**config.mk**
```make
export PLATFORM = sky130hd
export DESIGN_NAME = spi_xfer_ctl
export DESIGN_NICKNAME = d
export VERILOG_FILES = /design/src/rtl/spi_xfer_ctl.sv
export SDC_FILE = /design/constraint.sdc
export NUM_CORES = 1
export LEC_CHECK = 0
export BUFFER_PORTS_ARGS = -buffer_cell sky130_fd_sc_hd__buf_2
export CAP_MARGIN = 40
export CORE_UTILIZATION = 23
export CTS_BUF_LIST = sky130_fd_sc_hd__clkbuf_16
export DETAILED_ROUTE_END_ITERATION = 8
export RECOVER_POWER = 25
export SETUP_SLACK_MARGIN = 0.15
export SLEW_MARGIN = 20
export SYNTH_ARGS = -nofsm -noshare
export SYNTH_HDL_FRONTEND = slang
export SYNTH_SLANG_ARGS = --single-unit
```
**constraint.sdc**
```tcl
create_clock -name clk -period 6.72 [get_ports clk]
set_clock_uncertainty 0.05 [all_clocks]
set_input_delay 0.336 -clock clk [delete_from_list [all_inputs] [get_ports clk]]
set_output_delay 0.336 -clock clk [all_outputs]
set_load 0.1 [all_outputs]
```
**src/rtl/spi_xfer_ctl.sv**
```systemverilog
// SPI transfer controller: bit-rate strobes for the master, TX/RX word FIFOs
// and the frame handshake sequencer between them.
//
// state  | meaning
// S_IDLE | no frame pending; waits for enable, a TX word and RX room
// S_ARM  | r_spi_nf low, waiting for the master's frame-start pulse
// S_BUSY | master shifting the frame, waiting for frame-done pulse
// S_CAPT | push received word into RX FIFO, count the frame
module spi_xfer_ctl #(
    parameter int DEPTH = 8,
    parameter int AW    = 3
) (
    input  logic          clk,
    input  logic          rst,
    input  logic          cfg_en,
    input  logic [7:0]    cfg_div,
    input  logic          wr_en,
    input  logic [31:0]   wr_data,
    output logic          wr_full,
    input  logic          rd_en,
    output logic [31:0]   rd_data,
    output logic          rd_empty,
    output logic [AW:0]   tx_level,
    output logic [AW:0]   rx_level,
    output logic          busy,
    output logic          err_ovf,
    output logic          err_udf,
    output logic [15:0]   xfer_cnt,
    output logic          proc_en,
    output logic          proc_en_p,
    output logic          r_spi_en,
    output logic          r_spi_nf,
    output logic [31:0]   r_spi_txd,
    input  logic [31:0]   r_spi_rxd,
    input  logic          r_spi_txstrt,
    input  logic          r_spi_txdone
);

    localparam logic [AW:0] FULL_LVL = (AW+1)'(DEPTH);

    typedef enum logic [1:0] {S_IDLE, S_ARM, S_BUSY, S_CAPT} state_t;

    state_t        state_q;
    logic          nf_q;
    logic          busy_q;
    logic          spi_en_q;
    logic [15:0]   xfer_cnt_q;
    logic          err_ovf_q;
    logic          err_udf_q;

    logic [7:0]    div_sel;
    logic [7:0]    div_cnt_q, div_cnt_d;
    logic [7:0]    div_lim_q, div_lim_d;
    logic          proc_en_q, proc_en_p_q;

    logic [31:0]   tx_mem_q [DEPTH];
    logic [AW-1:0] tx_wptr_q, tx_rptr_q;
    logic [AW:0]   tx_level_q;
    logic          tx_full, tx_push, tx_pop;

    logic [31:0]   rx_mem_q [DEPTH];
    logic [AW-1:0] rx_wptr_q, rx_rptr_q;
    logic [AW:0]   rx_level_q;
    logic          rx_empty, rx_push, rx_pop;

    // Strobe generator: limit (P-1) is only reloaded at the wrap, so a
    // cfg_div change never truncates a period already in progress.
    assign div_sel = (cfg_div == 8'd0) ? 8'd1 : cfg_div;

    always_comb begin
        div_cnt_d = div_cnt_q + 8'd1;
        div_lim_d = div_lim_q;
        if (div_cnt_q == div_lim_q) begin
            div_cnt_d = '0;
            div_lim_d = div_sel;
        end
    end

    always_ff @(posedge clk) begin
        if (rst) begin
            div_cnt_q   <= '0;
            div_lim_q   <= div_sel;
            proc_en_q   <= 1'b0;
            proc_en_p_q <= 1'b0;
        end else begin
            div_cnt_q   <= div_cnt_d;
            div_lim_q   <= div_lim_d;
            proc_en_q   <= (div_cnt_d == div_lim_d);
            proc_en_p_q <= (div_cnt_d == div_lim_d - 8'd1);
        end
    end

    assign tx_full  = (tx_level_q == FULL_LVL);
    assign tx_pop   = (state_q == S_ARM) && r_spi_txstrt;
    assign tx_push  = wr_en && (!tx_full || tx_pop);

    assign rx_empty = (rx_level_q == '0);
    assign rx_push  = (state_q == S_CAPT);
    assign rx_pop   = rd_en && !rx_empty;

    always_ff @(posedge clk) begin
        if (rst) begin
            for (int i = 0; i < DEPTH; i++) tx_mem_q[i] <= '0;
            tx_wptr_q  <= '0;
            tx_rptr_q  <= '0;
            tx_level_q <= '0;
        end else begin
            if (tx_push) begin
                tx_mem_q[tx_wptr_q] <= wr_data;
                tx_wptr_q           <= tx_wptr_q + 1'b1;
            end
            if (tx_pop) tx_rptr_q <= tx_rptr_q + 1'b1;
            case ({tx_push, tx_pop})
                2'b10:   tx_level_q <= tx_level_q + 1'b1;
                2'b01:   tx_level_q <= tx_level_q - 1'b1;
                default: tx_level_q <= tx_level_q;
            endcase
        end
    end

    always_ff @(posedge clk) begin
        if (rst) begin
            for (int i = 0; i < DEPTH; i++) rx_mem_q[i] <= '0;
            rx_wptr_q  <= '0;
            rx_rptr_q  <= '0;
            rx_level_q <= '0;
        end else begin
            if (rx_push) begin
                rx_mem_q[rx_wptr_q] <= r_spi_rxd;
                rx_wptr_q           <= rx_wptr_q + 1'b1;
            end
            if (rx_pop) rx_rptr_q <= rx_rptr_q + 1'b1;
            case ({rx_push, rx_pop})
                2'b10:   rx_level_q <= rx_level_q + 1'b1;
                2'b01:   rx_level_q <= rx_level_q - 1'b1;
                default: rx_level_q <= rx_level_q;
            endcase
        end
    end

    always_ff @(posedge clk) begin
        if (rst) begin
            err_ovf_q <= 1'b0;
            err_udf_q <= 1'b0;
        end else begin
            if (wr_en && !tx_push) err_ovf_q <= 1'b1;
            if (rd_en && rx_empty) err_udf_q <= 1'b1;
        end
    end

    // A start pulse wins over a simultaneous enable drop: the master has
    // already latched the head word, so the frame must be tracked to the end.
    always_ff @(posedge clk) begin
        if (rst) begin
            state_q    <= S_IDLE;
            nf_q       <= 1'b1;
            busy_q     <= 1'b0;
            spi_en_q   <= 1'b0;
            xfer_cnt_q <= '0;
        end else begin
            spi_en_q <= cfg_en;
            case (state_q)
                S_IDLE: begin
                    if (cfg_en && (tx_level_q != '0) && (rx_level_q < FULL_LVL)) begin
                        state_q <= S_ARM;
                        nf_q    <= 1'b0;
                        busy_q  <= 1'b1;
                    end
                end
                S_ARM: begin
                    if (r_spi_txstrt) begin
                        state_q <= S_BUSY;
                        nf_q    <= 1'b1;
                    end else if (!cfg_en) begin
                        state_q <= S_IDLE;
                        nf_q    <= 1'b1;
                        busy_q  <= 1'b0;
                    end
                end
                S_BUSY: begin
                    if (r_spi_txdone) state_q <= S_CAPT;
                end
                S_CAPT: begin
                    state_q    <= S_IDLE;
                    busy_q     <= 1'b0;
                    xfer_cnt_q <= xfer_cnt_q + 16'd1;
                end
                default: begin
                    state_q <= S_IDLE;
                    nf_q    <= 1'b1;
                    busy_q  <= 1'b0;
                end
            endcase
        end
    end

    assign wr_full   = tx_full;
    assign rd_empty  = rx_empty;
    assign rd_data   = rx_mem_q[rx_rptr_q];
    assign r_spi_txd = tx_mem_q[tx_rptr_q];
    assign tx_level  = tx_level_q;
    assign rx_level  = rx_level_q;
    assign busy      = busy_q;
    assign err_ovf   = err_ovf_q;
    assign err_udf   = err_udf_q;
    assign xfer_cnt  = xfer_cnt_q;
    assign proc_en   = proc_en_q;
    assign proc_en_p = proc_en_p_q;
    assign r_spi_en  = spi_en_q;
    assign r_spi_nf  = nf_q;

endmodule

```
==> summary.txt, run 1 <==
FILL cells: 11,186
Mapped Avg Cell Area: 15.2 um^2
Reg clk slew, reported paths: 60 ps
r2r endpoint: tx_mem_q[2][5]
FF+latch count, synth: 579
post-DP HPWL: 39.4 mm
vias in the first global route: 14,804
number of buffers created by CTS: 59
Die Span X: 338 um
placed cell areas: 29,000 um^2
gr ovfl total: 0
post-synthesis instance area: 25,900 um^2
Worst Path Required: 7060 ps
fin. max-slew vios: 313
routed via count: 14,256
Worst Tran Pin Value: 1910 ps
Final Cycle Share: 68.5%
CP Class: in -> reg
final setup TNS: 0 ps
Chip Height: 338 um
clock buffer depth: 3
Power per Cell Area: 259 nW/um^2
share of layout cells above drive strength 1: 24.6%
largest net degree at the start of global routing: 39
DRC Markers: 0
TritonCTS clock tree: done
Final Wtd Congestion: 0.730
area growth from synthesis to layout: 20.6%
Power, Total: 8.11 mW
worst r2r path cells: 8
# setup viols final: 0
Final nets: 2,027
most frequent cells in the layout: 512 x edfxtp_1, 441 x and2_1, 143 x buf_2
Post-Syn Instances: 1,706
Seq/Total Area, Yosys: 64.5%
share of async-settable or async-resettable flops after synthesis: 0%
prevailing post-synth register cell: edfxtp_1
final hold viol count: 0
vias per cell: 4.11
most common cell after layout, fill and taps aside: edfxtp_1
failing checks: max-capacitance violations, max-slew violations
IO Count: 176
RSZ-0062 raised after global routing: false
CP max FO: 37
status: finished with violations
first-pass GRT wire length: 94.5 mm
Root Buffer: clkbuf_16
1st-iter DRT viols: 878
Synth top area share: 59.3%
FF-to-FF setup slack: 2340 ps
top cells by area, synth: edfxtp_1 59%, and2_1 12%, mux4_2 11%
Post-synth EDFFs: 512
# rows: 122
CP Data Arrival Time: 4940 ps
Yosys cell types: 52
DRT Pass-1 Iters: 4
Tmin final: 4600 ps
FF-to-FF Start: state_q[0]
core area: 111,000 um^2
Pleak: 11.2 nW
Port Buffers: 175
post-synth top area cell: edfxtp_1
Ys Warns: 0
Critical Path Source: rst
final core utilization: 28.1%
Worst VDD drop: 0.194 mV
max cap viols: 9
headroom to the max-slew limit: -27.3%
FMAX: 217 MHz
WL final: 62.4 mm
Final Cell Area: 31,300 um^2
DR WL/cell: 18.0 um
die area: 114,000 um^2
CP endpoint kind: register
# Post-CTS Setup Buffers: 0
syn_nets: 1,799
# H-tree levels: 2
initial antenna violation count: 9
Worst-Skew Late Latency: 630 ps
DRT antenna net count: 0
total track usage: 11.0%
crit start category: primary input
crit path to: rx_mem_q[7][15]
Worst Hold Class: in -> reg
CTS Sinks: 579
Starting Density: 23.3%
[worst min path at each step]
stage,startpoint,endpoint,depth (start not counted)
after floorplan,div_lim_q[7],div_lim_q[7],2
after global placement,div_lim_q[7],div_lim_q[7],2
after detailed placement,div_lim_q[6],div_lim_q[6],2
after CTS,r_spi_rxd[0],rx_mem_q[7][0],2
after global routing,r_spi_rxd[0],rx_mem_q[2][0],2
final,r_spi_rxd[0],rx_mem_q[6][0],2
[per-stage QoR]
| step | instances | hold WS [ps] | worst slack [ps] |
|---|---|---|---|
| finish | 3470 | 24.1 | 2120 |
| global route | 3469 | 20.9 | 1610 |
| CTS | 3469 | 1.54 | 2780 |
| detailed placement | 3311 | 411 | 3340 |
| global placement | 3290 | 393 | 3330 |
| floorplan | 1706 | 380 | 732 |
[cells in the mapped netlist (7+ instances only)]
master	number
mux2_2	64
dfxtp_1	67
nand2b_1	8
mux4_2	128
buf_2	15
xnor2_1	27
xor2_1	29
ha_1	12
nand2_1	49
nor2_1	65
nor3_1	7
or3_1	9
clkbuf_1	78
nand3_1	8
inv_1	11
mux2i_1	10
or2_2	16
and2_1	514
a21oi_1	17
edfxtp_1	512
[cells by family after synthesis]
logic type	after synthesis	share of synthesized area, %
xor+xnor	56	1.89
fa+ha+maj	14	0.733
simple gates	707	16.0
flops	579	64.5
buf+inv	110	1.68
compound gates	38	0.946
mux	202	14.3
[state kept, by name, summed over array words and instances, names as in the netlist, named ones only]
register,flops
state_q,1
rx_level,4
tx_mem_q,256
err_udf,1
proc_en_p,1
rx_wptr_q,3
rx_mem_q,256
tx_wptr_q,3
r_spi_nf,1
div_lim_q,8
rx_rptr_q,3
tx_level,4
r_spi_en,1
xfer_cnt,16
div_cnt_q,8
tx_rptr_q,3
proc_en,1
busy,1
err_ovf,1
[timing repair]
action	CTS	global route
hold endpoints to repair	278	0
gates resized for setup	0	0
hold buffers	50	0
[layout make-up]
class                           count  area (um^2)  share of cell area, %
Clock buffer                       59         1480                   4.72
Clock inverter                     49          365                   1.17
Sequential cell                   579        16700                   53.5
Inverter                           12         45.0                  0.144
Timing Repair Buffer              265         1960                   6.25
Tap cell                         1488         1860                   5.95
Multi-Input combinational cell   1017         8830                   28.2
Antenna cell                        1         2.50                0.00800
[power breakdown]
group | switching (mW) | internal (mW) | total [mW]
Combinational | 0.592 | 0.258 | 0.850
Clock | 1.42 | 1.72 | 3.14
Sequential | 0.0655 | 4.05 | 4.12
[per-layer routing]
layer | up-vias | GRT usage (%) | wire length [um]
met5 | - | 0 | 40
met4 | 6 | 3.30 | 1490
met3 | 78 | 2.16 | 3020
met2 | 279 | 17.7 | 29500
met1 | 7234 | 14.8 | 28400
li1 | 6659 | - | -
[worst max-delay path: stages]
cell and delay, ps:
clkbuf_1 1110, clkbuf_1 1180, nor2_1 110, nand2_1 230, nor2_2 60, clkbuf_1 730
or2_2 850, buf_16 260
No activity file was read; power rests on OpenSTA's default activity.
==> run 2: changes to the inputs <==
Settings changed: ABC_AREA set to 1.
Clock period 6.72 ns to 4.8 ns, I/O delays scaled along.
==> run 2 against run 1 <==
Net effect:
- the flow still finishes with violations (max-capacitance violations, max-slew violations)
- first-iteration DRC count rose by 73%
- hold slack improved by 4.6 ps
- largest cell class unchanged
- non-clock buffer count grew 17
- synthesized cell count rose by 55%
- sequential power rose by 43%
- largest power group unchanged
==> summary.txt, run 2 <==
Synth top area share: 59.5%
syn_nets: 2,745
die area: 114,000 um^2
wire length on met3: 4.93 mm
FMAX: 253 MHz
xor-xnor portion of the synthesized cell area: 0.300%
TritonCTS clock tree: done
final hold viol count: 0
DR WL/cell: 17.3 um
number of buffers created by CTS: 67
Post-synth top cells: 1,017 x nor2_1, 512 x edfxtp_1, 290 x o21ai_0
Final Wtd Congestion: 0.807
routed via count: 19,542
Worst VDD drop: 0.385 mV
Post-synth EDFFs: 512
failing checks: max-capacitance violations, max-slew violations
placed cell areas: 28,500 um^2
Worst Path Required: 5030 ps
WL final: 75.8 mm
CP max stage delay: 1650 ps
pre-CTS WS: 1490 ps
most frequent cells in the layout: 1,020 x nor2_1, 512 x edfxtp_1, 290 x o21ai_0
Final Worst Setup Slack: 842 ps
DRT Pass-1 Iters: 5
# H-tree levels: 3
Port Buffers: 175
Power per Cell Area: 508 nW/um^2
post-DP HPWL: 46.5 mm
first-pass GRT wire length: 115 mm
CTS Sinks: 579
Max Used Layer: met5
share of async-settable or async-resettable flops after synthesis: 0%
total track usage: 13.2%
FF-to-FF setup slack: 840 ps
Root Buffer: clkbuf_16
# rows: 122
Simple-Gate Fraction of Synth Area: 19.8%
Final Cell Area: 30,900 um^2
Reg clk slew, reported paths: 60 ps
Post-Syn Instances: 2,652
Starting Density: 23.3%
DRC Markers: 0
# setup viols final: 0
# Post-CTS Setup Buffers: 0
Synth Area in Adders: 0.736%
CP Class: reg -> reg
max cap viols: 5
Tmin final: 3960 ps
worst-path cell chain: nand2_1 > clkinvlp_2 > nand3_1 > clkbuf_1 > nor2_1
slowest CP cell: clkbuf_1
DRT antenna net count: 0
vias in the first global route: 19,254
fin. max-slew vios: 165
most common cell after layout, fill and taps aside: nor2_1
Die Span X: 337 um
Worst Tran Pin Value: 2280 ps
Seq/Total Area, Yosys: 64.7%
post-synth top area cell: edfxtp_1
RSZ-0062 raised after global routing: false
Worst-Skew Late Latency: 620 ps
status: finished with violations
top cells by area, synth: edfxtp_1 59%, nor2_1 15%, o21ai_0 5.6%
Post-CTS Hold Buffers: 51
Ys Warns: 0
largest delay contributor family on the critical path: buffers and inverters
vias per cell: 4.46
Worst Hold Class: in -> reg
largest family of logic cells by synthesized area: simple AND/OR/NAND/NOR gates
initial antenna violation count: 1
FF+latch count, synth: 579
crit start category: register
worst hold slack: 28.7 ps
IO Count: 176
area growth from synthesis to layout: 19.5%
CP endpoint kind: register
CP max FO: 32
gr ovfl total: 0
headroom to the max-slew limit: -52.1%
prevailing post-synth register cell: edfxtp_1
1st-iter DRT viols: 1,522
routed wl met2: 37.2 mm
routed length on met1: 31.6 mm
CP bufs+invs: 2
Final nets: 2,941
most instantiated library cell after synthesis: nor2_1
post-synthesis instance area: 25,900 um^2
Yosys cell types: 46
clock buffer depth: 3
Final Cycle Share: 82.4%
Chip Height: 337 um
Synth Area in Compound Gates: 9.76%
core area: 111,000 um^2
mux share of post-synthesis cell area: 0.0387%
CP Data Arrival Time: 4190 ps
CTS-repair resized insts: 0
largest net degree at the start of global routing: 85
Pleak: 12.2 nW
share of layout cells above drive strength 1: 12.0%
final core utilization: 27.8%
final setup TNS: 0 ps
Mapped Avg Cell Area: 9.75 um^2
==> run 2: cell count changes after synthesis, moves of 113 or more <==
cell     delta
nor2_1    +952
o21ai_0   +286
and2_1    -514
inv_1     +126
mux4_2    -128
nand2_1   +113
==> run 2: power by group <==
group | internal [mW] | switching [mW]
registers | 5.73 | 0.176
logic | 0.996 | 4.15
clock network | 2.55 | 2.09
==> run 2: worst min-delay path: stages <==
cell and delay [ps]:
buf_2 70, inv_1 140, nor2_1 130
==> run 2: metal layers <==
metal / up-vias / global-route usage [%]
met5: - / 0
met4: 2 / 4.42
met3: 123 / 2.71
met2: 619 / 23.1
met1: 9473 / 16.0
li1: 9325 / -
==> run 2: final timing paths <==
check | from | endpoint | cells past startpoint
setup / recovery | state_q[0] | rx_mem_q[3][30] | 5
hold / removal | wr_data[20] | tx_mem_q[1][20] | 3
setup reg to reg | state_q[0] | rx_mem_q[3][30] | 5
hold reg to reg | tx_rptr_q[2] | register | 1
==> run 2: cells by family (layout without fill, tap and decap cells) <==
group	Yosys count	after routing
AO/OA/AOI/OAI	464	464
XOR/XNOR	8	8
adder cells (fa/ha/maj)	14	14
buffers and inverters	311	554
flip-flops	579	579
multiplexers	1	1
other	0	1
AND/OR/NAND/NOR	1275	1275
==> run 2: stage by stage <==
step / total power, mW / instances
after floorplan: 9.96 / 2652
after global placement: 11.1 / 4208
after detailed placement: 11.1 / 4214
after CTS: 15.8 / 4381
after global routing: 16.4 / 4383
final: 15.7 / 4384
==> run 2: cell type report <==
type,count,area (um^2)
Fill cell,11691,80100
Timing Repair Buffer,282,1890
Sequential cell,579,16700
Multi-Input combinational cell,1762,7860
Clock inverter,49,290
Clock buffer,67,1680
Tap cell,1488,1860
Antenna cell,1,2.50
Inverter,156,592
